### src/rtl/tdc_pulse_pair_gen_pkg.sv
// Shared definitions for the TDC stimulus generator: field widths, FSM states and sizing helper.
package tdc_pulse_pair_gen_pkg;

  localparam int unsigned TdcIntervalWidth = 12;
  localparam int unsigned TdcPassWidth     = 20;

  typedef enum logic [1:0] {
    StIdle = 2'd0,
    StRun  = 2'd1,
    StStop = 2'd2,
    StDead = 2'd3
  } gen_state_e;

  // Bits needed to hold max_val, never less than one.
  function automatic int unsigned cnt_width(input int unsigned max_val);
    return (max_val < 2) ? 1 : $clog2(max_val + 1);
  endfunction

endpackage

### src/rtl/tdc_pulse_shaper.sv
// Turns a one-cycle fire strobe into a registered active-low pulse PULSE_TICKS cycles wide.
module tdc_pulse_shaper
  import tdc_pulse_pair_gen_pkg::*;
#(
  parameter int unsigned PULSE_TICKS = 4
) (
  input  logic clk,
  input  logic rst_n,
  input  logic fire,
  output logic pulse_n,
  output logic last
);

  localparam int unsigned CntW = cnt_width(PULSE_TICKS - 1);

  logic [CntW-1:0] cnt_q;

  // A fire while already low restarts the width count.
  always_ff @(posedge clk) begin
    if (!rst_n) begin
      pulse_n <= 1'b1;
      cnt_q   <= '0;
    end else if (fire) begin
      pulse_n <= 1'b0;
      cnt_q   <= CntW'(PULSE_TICKS - 1);
    end else if (!pulse_n) begin
      if (cnt_q == '0) begin
        pulse_n <= 1'b1;
      end else begin
        cnt_q <= cnt_q - 1'b1;
      end
    end
  end

  // High on the cycle whose closing edge releases the pulse.
  assign last = !pulse_n && (cnt_q == '0);

endmodule

### src/rtl/tdc_pulse_pair_gen.sv
// Emits start_n/stop_n falling-edge pairs a programmed interval apart, optionally as a burst
// separated by a dead time, to exercise the falling-edge TDC.
module tdc_pulse_pair_gen
  import tdc_pulse_pair_gen_pkg::*;
#(
  parameter int unsigned INTERVAL_WIDTH = TdcIntervalWidth,
  parameter int unsigned PASS_WIDTH     = TdcPassWidth,
  parameter int unsigned BURST_WIDTH    = 8,
  parameter int unsigned PULSE_TICKS    = 4,
  parameter int unsigned DEADTIME_TICKS = 2000000,
  parameter string       DEBUG          = "false"
) (
  input  logic                      clk,
  input  logic                      rst_n,
  input  logic                      req_valid,
  output logic                      req_ready,
  input  logic [INTERVAL_WIDTH-1:0] req_interval,
  input  logic [BURST_WIDTH-1:0]    req_count,
  output logic                      start_n,
  output logic                      stop_n,
  output logic                      busy,
  output logic                      done,
  output logic [PASS_WIDTH-1:0]     pair_count
);

  localparam int unsigned DeadW = cnt_width(DEADTIME_TICKS - 1);

  (* mark_debug = DEBUG *) gen_state_e state_q;

  logic                      launch_q;
  logic [INTERVAL_WIDTH-1:0] interval_q;
  logic [INTERVAL_WIDTH-1:0] ivl_cnt_q;
  logic [BURST_WIDTH-1:0]    remain_q;
  logic [DeadW-1:0]          dead_cnt_q;

  logic fire_start, fire_stop, start_last, stop_last, pulses_clear;

  // First RUN cycle launches start (and stop too for a zero interval); afterwards the
  // counter fires stop on the edge where it would reach zero.
  always_comb begin
    fire_start   = (state_q == StRun) && launch_q;
    fire_stop    = (state_q == StRun) &&
                   (launch_q ? (interval_q == '0) : (ivl_cnt_q == INTERVAL_WIDTH'(1)));
    pulses_clear = (start_n || start_last) && (stop_n || stop_last);
  end

  always_ff @(posedge clk) begin
    if (!rst_n) begin
      state_q    <= StIdle;
      launch_q   <= 1'b0;
      interval_q <= '0;
      ivl_cnt_q  <= '0;
      remain_q   <= '0;
      dead_cnt_q <= '0;
      req_ready  <= 1'b0;
      busy       <= 1'b0;
      done       <= 1'b0;
      pair_count <= '0;
    end else begin
      done <= 1'b0;
      if (fire_start) pair_count <= pair_count + 1'b1;
      unique case (state_q)
        StIdle: begin
          req_ready <= 1'b1;
          if (req_valid && req_ready) begin
            req_ready  <= 1'b0;
            busy       <= 1'b1;
            interval_q <= req_interval;
            remain_q   <= (req_count == '0) ? '0 : req_count - 1'b1;
            launch_q   <= 1'b1;
            state_q    <= StRun;
          end
        end
        StRun: begin
          launch_q <= 1'b0;
          if (fire_stop) begin
            state_q <= StStop;
          end else if (launch_q) begin
            ivl_cnt_q <= interval_q;
          end else begin
            ivl_cnt_q <= ivl_cnt_q - 1'b1;
          end
        end
        StStop: begin
          if (pulses_clear) begin
            dead_cnt_q <= DeadW'(DEADTIME_TICKS - 1);
            state_q    <= StDead;
          end
        end
        StDead: begin
          if (dead_cnt_q != '0) begin
            dead_cnt_q <= dead_cnt_q - 1'b1;
          end else if (remain_q != '0) begin
            remain_q <= remain_q - 1'b1;
            launch_q <= 1'b1;
            state_q  <= StRun;
          end else begin
            state_q   <= StIdle;
            done      <= 1'b1;
            busy      <= 1'b0;
            req_ready <= 1'b1;
          end
        end
      endcase
    end
  end

  tdc_pulse_shaper #(
    .PULSE_TICKS(PULSE_TICKS)
  ) u_start_shaper (
    .clk    (clk),
    .rst_n  (rst_n),
    .fire   (fire_start),
    .pulse_n(start_n),
    .last   (start_last)
  );

  tdc_pulse_shaper #(
    .PULSE_TICKS(PULSE_TICKS)
  ) u_stop_shaper (
    .clk    (clk),
    .rst_n  (rst_n),
    .fire   (fire_stop),
    .pulse_n(stop_n),
    .last   (stop_last)
  );

endmodule

### config.mk
export PLATFORM = sky130hd
export DESIGN_NAME = tdc_pulse_pair_gen
export DESIGN_NICKNAME = d
export VERILOG_FILES = /design/src/rtl/tdc_pulse_pair_gen_pkg.sv /design/src/rtl/tdc_pulse_shaper.sv /design/src/rtl/tdc_pulse_pair_gen.sv
export SDC_FILE = /design/constraint.sdc
export NUM_CORES = 1
export LEC_CHECK = 0
export BUFFER_PORTS_ARGS = -buffer_cell sky130_fd_sc_hd__buf_2
export CORE_MARGIN = 10
export CORE_UTILIZATION = 40
export DETAILED_ROUTE_END_ITERATION = 10
export GPL_ROUTABILITY_DRIVEN = 0
export PLACE_DENSITY_LB_ADDON = 0.08
export SYNTH_ARGS = -nofsm -noshare
export SYNTH_HDL_FRONTEND = slang
export SYNTH_HIERARCHICAL = 1
export SYNTH_SLANG_ARGS = --single-unit
### constraint.sdc
create_clock -name clk -period 3.55 [get_ports clk]
set_clock_uncertainty 0.2 [all_clocks]
set_input_delay 1.065 -clock clk [delete_from_list [all_inputs] [get_ports clk]]
set_output_delay 1.065 -clock clk [all_outputs]
set_load 0.02 [all_outputs]
==> impl_metrics.ini, run 1 <==
[clock_network]
post_cts_buffers = 0
cts_tree = done
clk_latency_ns = 0.36
cts_resized = 0
cts.htree.levels = 3
cts_buffers = 9
cts_buffer_depth = 2
cts_sinks = 85
clk_pin_slew_ns = 0.09
clockRootBuffer = clkbuf_8
cts_hold_buffers = 0

[worst_setup_path]
cp.required_ns = 3.61
cp_slowest_cell = or4_4
criticalPathCategory = flip-flop to flip-flop
endpoint_kind = flip-flop
crit_top_cell = or4_4
worst_path_largest_cell_delay_ns = 0.57
worstPathCellList = or4_4 -> or4_4 -> nor4_4 -> or4_1 -> a21oi_1 -> o221a_2
cp_num_buf_inv = 0
crit_fanout = 10
crit_family = simple AND/OR/NAND/NOR gates
cp.arrival_ns = 2.74
cp-start-kind = flip-flop

[floorplanning]
dieArea_um2 = 15580
die_x_um = 124.8
coreArea_um2 = 10790
rows = 38
initial_core_util_pct = 40.73
die_height_um = 124.8
pin_count = 48

[pwr]
peakVddDrop_v = 0.0004313
powerDensity_nw_per_um2 = 862.1
p_leak_nw = 2.001

[routing]
vias = 3938
detail_route.vias_per_cell = 5.336
antenna_left = 0
first_pass_iters = 5
drt_iter0_drc = 249
wire_per_inst_um = 14.37
wl_mm = 10.60
drc = 0

[finish]
n_antenna_cell = 0
nNetsFinal = 632
area_delta_synth_final_pct = 13.83
final_layout_size_suffix_gt1_share_pct = 13.71
seqCellArea_um2 = 1702
final_util_pct = 46.36
fill_cells = 1082
multi_input_area_um2 = 2515

[flow_run]
maxCapViolations = 0

[logic_synthesis]
ys_warn_count = 6
synth_cell_types = 59
yosysSeqAreaShare_pct = 38.71
ys.flop_type = dfxtp_1
synth_edf_count = 0
syn_area_per_cell_um2 = 8.021
ys_ff_latch = 85
synth_area_um2 = 4395
synthArstFlopShare_pct = 0
synth_fp_nets = 587
netlist_instances = 548

[grt]
overflow = 0
antenna_found_initial = 0
track_usage_pct = 13.51
grt_pass1_vias = 3701
grt_start_max_net_pins = 61
grt_pass1_wl_mm = 18.06

[run_status]
status = finished clean

[timing]
fmax_mhz = 373.5
fin_tns_setup_ns = 0
max_slew.worst_pin.slew_ns = 0.7969
fin_crit_ns = 2.677
slew_headroom_pct = 46.38
finalSetupViolations = 0
rsz0062_at_grt = no
fin_crit_sh_pct = 75.41
drv_slew = 0
hold_viol_final = 0
setup_slack_ns = 0.8728

[worst_hold_path]
hold_path.class = flip-flop to flip-flop

[placed_design]
dp_slack_ns = 0.6432
dpl.hpwl_mm = 7.518
io_buffers = 47
power breakdown:
| group | total, mW | internal (mW) | switching, mW |
|---|---|---|---|
| registers | 1.43 | 1.19 | 0.246 |
| clock network | 0.782 | 0.433 | 0.348 |
| logic | 2.10 | 0.861 | 1.24 |
metrics by stage:
| stage | hold WS [ns] | total power, mW | instance area [µm²] | std cells |
|---|---|---|---|---|
| after global routing | 0.2946 | 4.725 | 5004 | 738 |
| after global placement | 0.2510 | 3.511 | 4778 | 722 |
| after floorplan | 0.2370 | 3.041 | 4395 | 548 |
| after detailed placement | 0.2519 | 3.538 | 4778 | 722 |
| after CTS | 0.2631 | 4.337 | 5004 | 738 |
| final | 0.2594 | 4.314 | 5004 | 738 |
worst min-delay path, delay by kind of cell, from the launching register on:
| kind | cells | cell delay (ns) |
|---|---|---|
| AOI/OAI and AO/OA | 2 | 0.11 |
| DFF | 1 | 0.31 |
synthesized netlist by cell type, drive strengths merged (4+ instances only):
| cell type | n | area [µm²] |
|---|---|---|
| xnor2 | 18 | 157.7 |
| clkbuf | 19 | 91.34 |
| nor2 | 61 | 229.0 |
| xor2 | 16 | 140.1 |
| a211oi | 6 | 45.04 |
| nor3 | 22 | 110.1 |
| or4 | 5 | 45.04 |
| dfxtp | 85 | 1702 |
| nor4 | 13 | 96.34 |
| nand3 | 16 | 80.08 |
| inv | 18 | 67.56 |
| ha | 16 | 200.2 |
| nand2b | 4 | 25.02 |
| nand4 | 7 | 43.79 |
| o221ai | 4 | 35.03 |
| o21ai | 29 | 148.9 |
| and3 | 9 | 56.30 |
| or3 | 10 | 63.81 |
| a21oi | 48 | 240.2 |
| nand2 | 77 | 289.0 |
cell usage in the layout (no fill, tap or decap), types with 3 or more instances in the layout:
cell type and count:
a211oi_1 6, o21ai_0 28, o2bb2ai_1 3, ha_1 16, a22oi_1 3, or4_1 3, nor3b_1 3, nor2_1 61
o211a_1 3, buf_2 47, nor4_1 12, o22ai_1 3, clkbuf_8 11, o21a_1 3, nor2b_1 3, inv_1 18
a21o_1 3, nand2_1 77, or3_1 9, xnor2_1 18, nor3_1 22, and3_1 9, o31ai_1 3, nand2b_1 4
dfxtp_1 85, mux2i_1 3, xor2_1 16, nand3_1 16, buf_4 8, o221ai_1 4, nand4_1 7, o41ai_1 3
a21oi_1 48
layout make-up:
class,count,share of cell area (%)
clock buffer,12,3.101
clock inverter,4,1.400
inverter,19,1.425
multi-input combinational,422,50.26
sequential,85,34.01
tap,140,3.501
timing repair buffer,56,6.302
kinds of logic after synthesis:
family                   after synthesis  synth area share, %
AO/OA/AOI/OAI                        127                18.33
XOR/XNOR                              34                6.775
adder cells (fa/ha/maj)               16                4.554
buffers and inverters                 41                4.070
flip-flops                            85                38.71
multiplexers                           3               0.6832
AND/OR/NAND/NOR                      242                26.87
worst paths after layout:
check | slack (ns) | to | from | cells after the start
worst max-delay path | 0.87 | dead_cnt_q[15] | dead_cnt_q[8] | 6
worst min-delay path | 0.26 | dead_cnt_q[7] | dead_cnt_q[7] | 2
worst max register to register | 0.87 | dead_cnt_q[15] | dead_cnt_q[8] | 6
worst min register to register | 0.26 | dead_cnt_q[7] | dead_cnt_q[7] | 2
state kept, by name (all words and copies together), names as in the netlist, 2 cells and up:
register	count
dead_cnt_q	21
pair_count	20
interval_q	12
ivl_cnt_q	12
remain_q	8
state_q	2
u_start_shaper/cnt_q	2
u_stop_shaper/cnt_q	2
per-layer routing:
layer,vias to the layer above,wire [µm],global-route usage [%]
met5,-,0,0
met4,0,116,4.675
met3,8,427,2.979
met2,66,4822,20.87
met1,1819,5236,18.04
li1,2045,-,-
Power figures use the tool's default switching activity.
==> inputs of run 2 (changes only) <==
clock period = 2.8 ns   (was 3.55 ns; I/O delays follow)
==> impl_metrics.ini, run 2 (same netlist as run 1, synthesis figures left out) <==
[timing]
fin_tns_setup_ns = 0
max_slew.worst_pin.slew_ns = 0.5041
hold_viol_final = 0
fin_crit_ns = 2.592
fmax_mhz = 385.9
slew_headroom_pct = 66.09
fin_crit_sh_pct = 92.55
rsz0062_at_grt = no
drv_slew = 0
finalSetupViolations = 0

[floorplanning]
initial_core_util_pct = 40.73
die_height_um = 124.8
die_x_um = 124.8
pin_count = 48
coreArea_um2 = 10790
dieArea_um2 = 15580
rows = 38

[routing]
wl_mm = 10.67
drc = 0
detail_route.vias_per_cell = 5.399
vias = 4017
first_pass_iters = 5
antenna_left = 0
drt_iter0_drc = 226
wire_per_inst_um = 14.34

[worst_setup_path]
cp.arrival_ns = 2.71
crit_fanout = 6
cp-start-kind = flip-flop
cp.required_ns = 2.91
endpoint_kind = flip-flop
criticalPathCategory = flip-flop to flip-flop

[worst_hold_path]
hold_path.class = flip-flop to flip-flop

[pwr]
p_leak_nw = 2.028
peakVddDrop_v = 0.0005205
powerDensity_nw_per_um2 = 1116

[grt]
grt_pass1_wl_mm = 17.82
track_usage_pct = 13.38
grt_start_max_net_pins = 61
overflow = 0
antenna_found_initial = 0
grt_pass1_vias = 3688

[flow_run]
maxCapViolations = 0

[clock_network]
post_cts_buffers = 0
clockRootBuffer = clkbuf_8
cts.htree.levels = 3
cts_hold_buffers = 0
clk_pin_slew_ns = 0.09
clk_latency_ns = 0.36
cts_sinks = 85
cts_tree = done
cts_buffer_depth = 2
cts_buffers = 9
cts_resized = 0

[finish]
area_delta_synth_final_pct = 15.29
largest_reg_flops = 21
mostFrequentLayoutCells = 85 x dfxtp_1, 77 x nand2_1, 61 x nor2_1, 48 x a21oi_1, 47 x buf_2
layout_commonest_cell = dfxtp_1
final_layout_size_suffix_gt1_share_pct = 14.74
top_register = dead_cnt_q
final_util_pct = 46.95
nNetsFinal = 638
n_antenna_cell = 0
reg_top3 = dead_cnt_q (21), pair_count (20)

[placed_design]
dpl.hpwl_mm = 7.696
io_buffers = 47

[run_status]
status = finished clean
[run 2: final timing paths]
kind	from	endpoint	slack, ns	cells past startpoint
worst min register to register	dead_cnt_q[7]	dead_cnt_q[7]	0.28	2
worst min-delay path	dead_cnt_q[7]	dead_cnt_q[7]	0.28	2
worst max-delay path	dead_cnt_q[8]	dead_cnt_q[15]	0.21	5
worst max register to register	dead_cnt_q[8]	dead_cnt_q[15]	0.21	5
[run 2: layout make-up]
cell class	count	area, µm²
clock buffer	10	127.6
clock inverter	6	111.4
fill	1081	5725
inverter	19	71.32
multi-input combinational	422	2520
sequential	85	1702
tap	140	175.2
timing repair buffer	62	360.3
[run 2: power breakdown]
group          switching, mW  internal, mW  leakage [nW]
Clock                  0.455         0.593         0.116
Sequential             0.298          1.50         0.691
Combinational           1.62          1.19          1.22
[run 2: critical path, stage by stage, from the launching register on]
cell     delay [ns]
dfxtp_1        0.37
or4_4          0.57
or4_4          0.52
or4_1          0.54
a21oi_1        0.16
o221a_2        0.19
[run 2: metrics by stage]
| step | power [mW] | hold WS [ns] | setup slack, ns | instance area, µm² | instances |
|---|---|---|---|---|---|
| after floorplan | 3.856 | 0.2370 | 0.2775 | 4395 | 548 |
| after global placement | 4.562 | 0.2537 | 0.1434 | 4823 | 728 |
| after detailed placement | 4.607 | 0.2661 | 0.09927 | 4823 | 728 |
| after CTS | 5.678 | 0.2788 | 0.2069 | 5062 | 744 |
| after global routing | 6.132 | 0.2981 | 0.1159 | 5067 | 744 |
| final | 5.656 | 0.2764 | 0.2085 | 5067 | 744 |
[run 2: per-layer routing]
metal / part of all wire (%) / vias up / track usage, %
li1: - / 2045 / -
met1: 49 / 1879 / 17.38
met2: 45 / 81 / 20.66
met3: 4.9 / 12 / 3.532
met4: 1.4 / 0 / 5.081
met5: 0 / - / 0
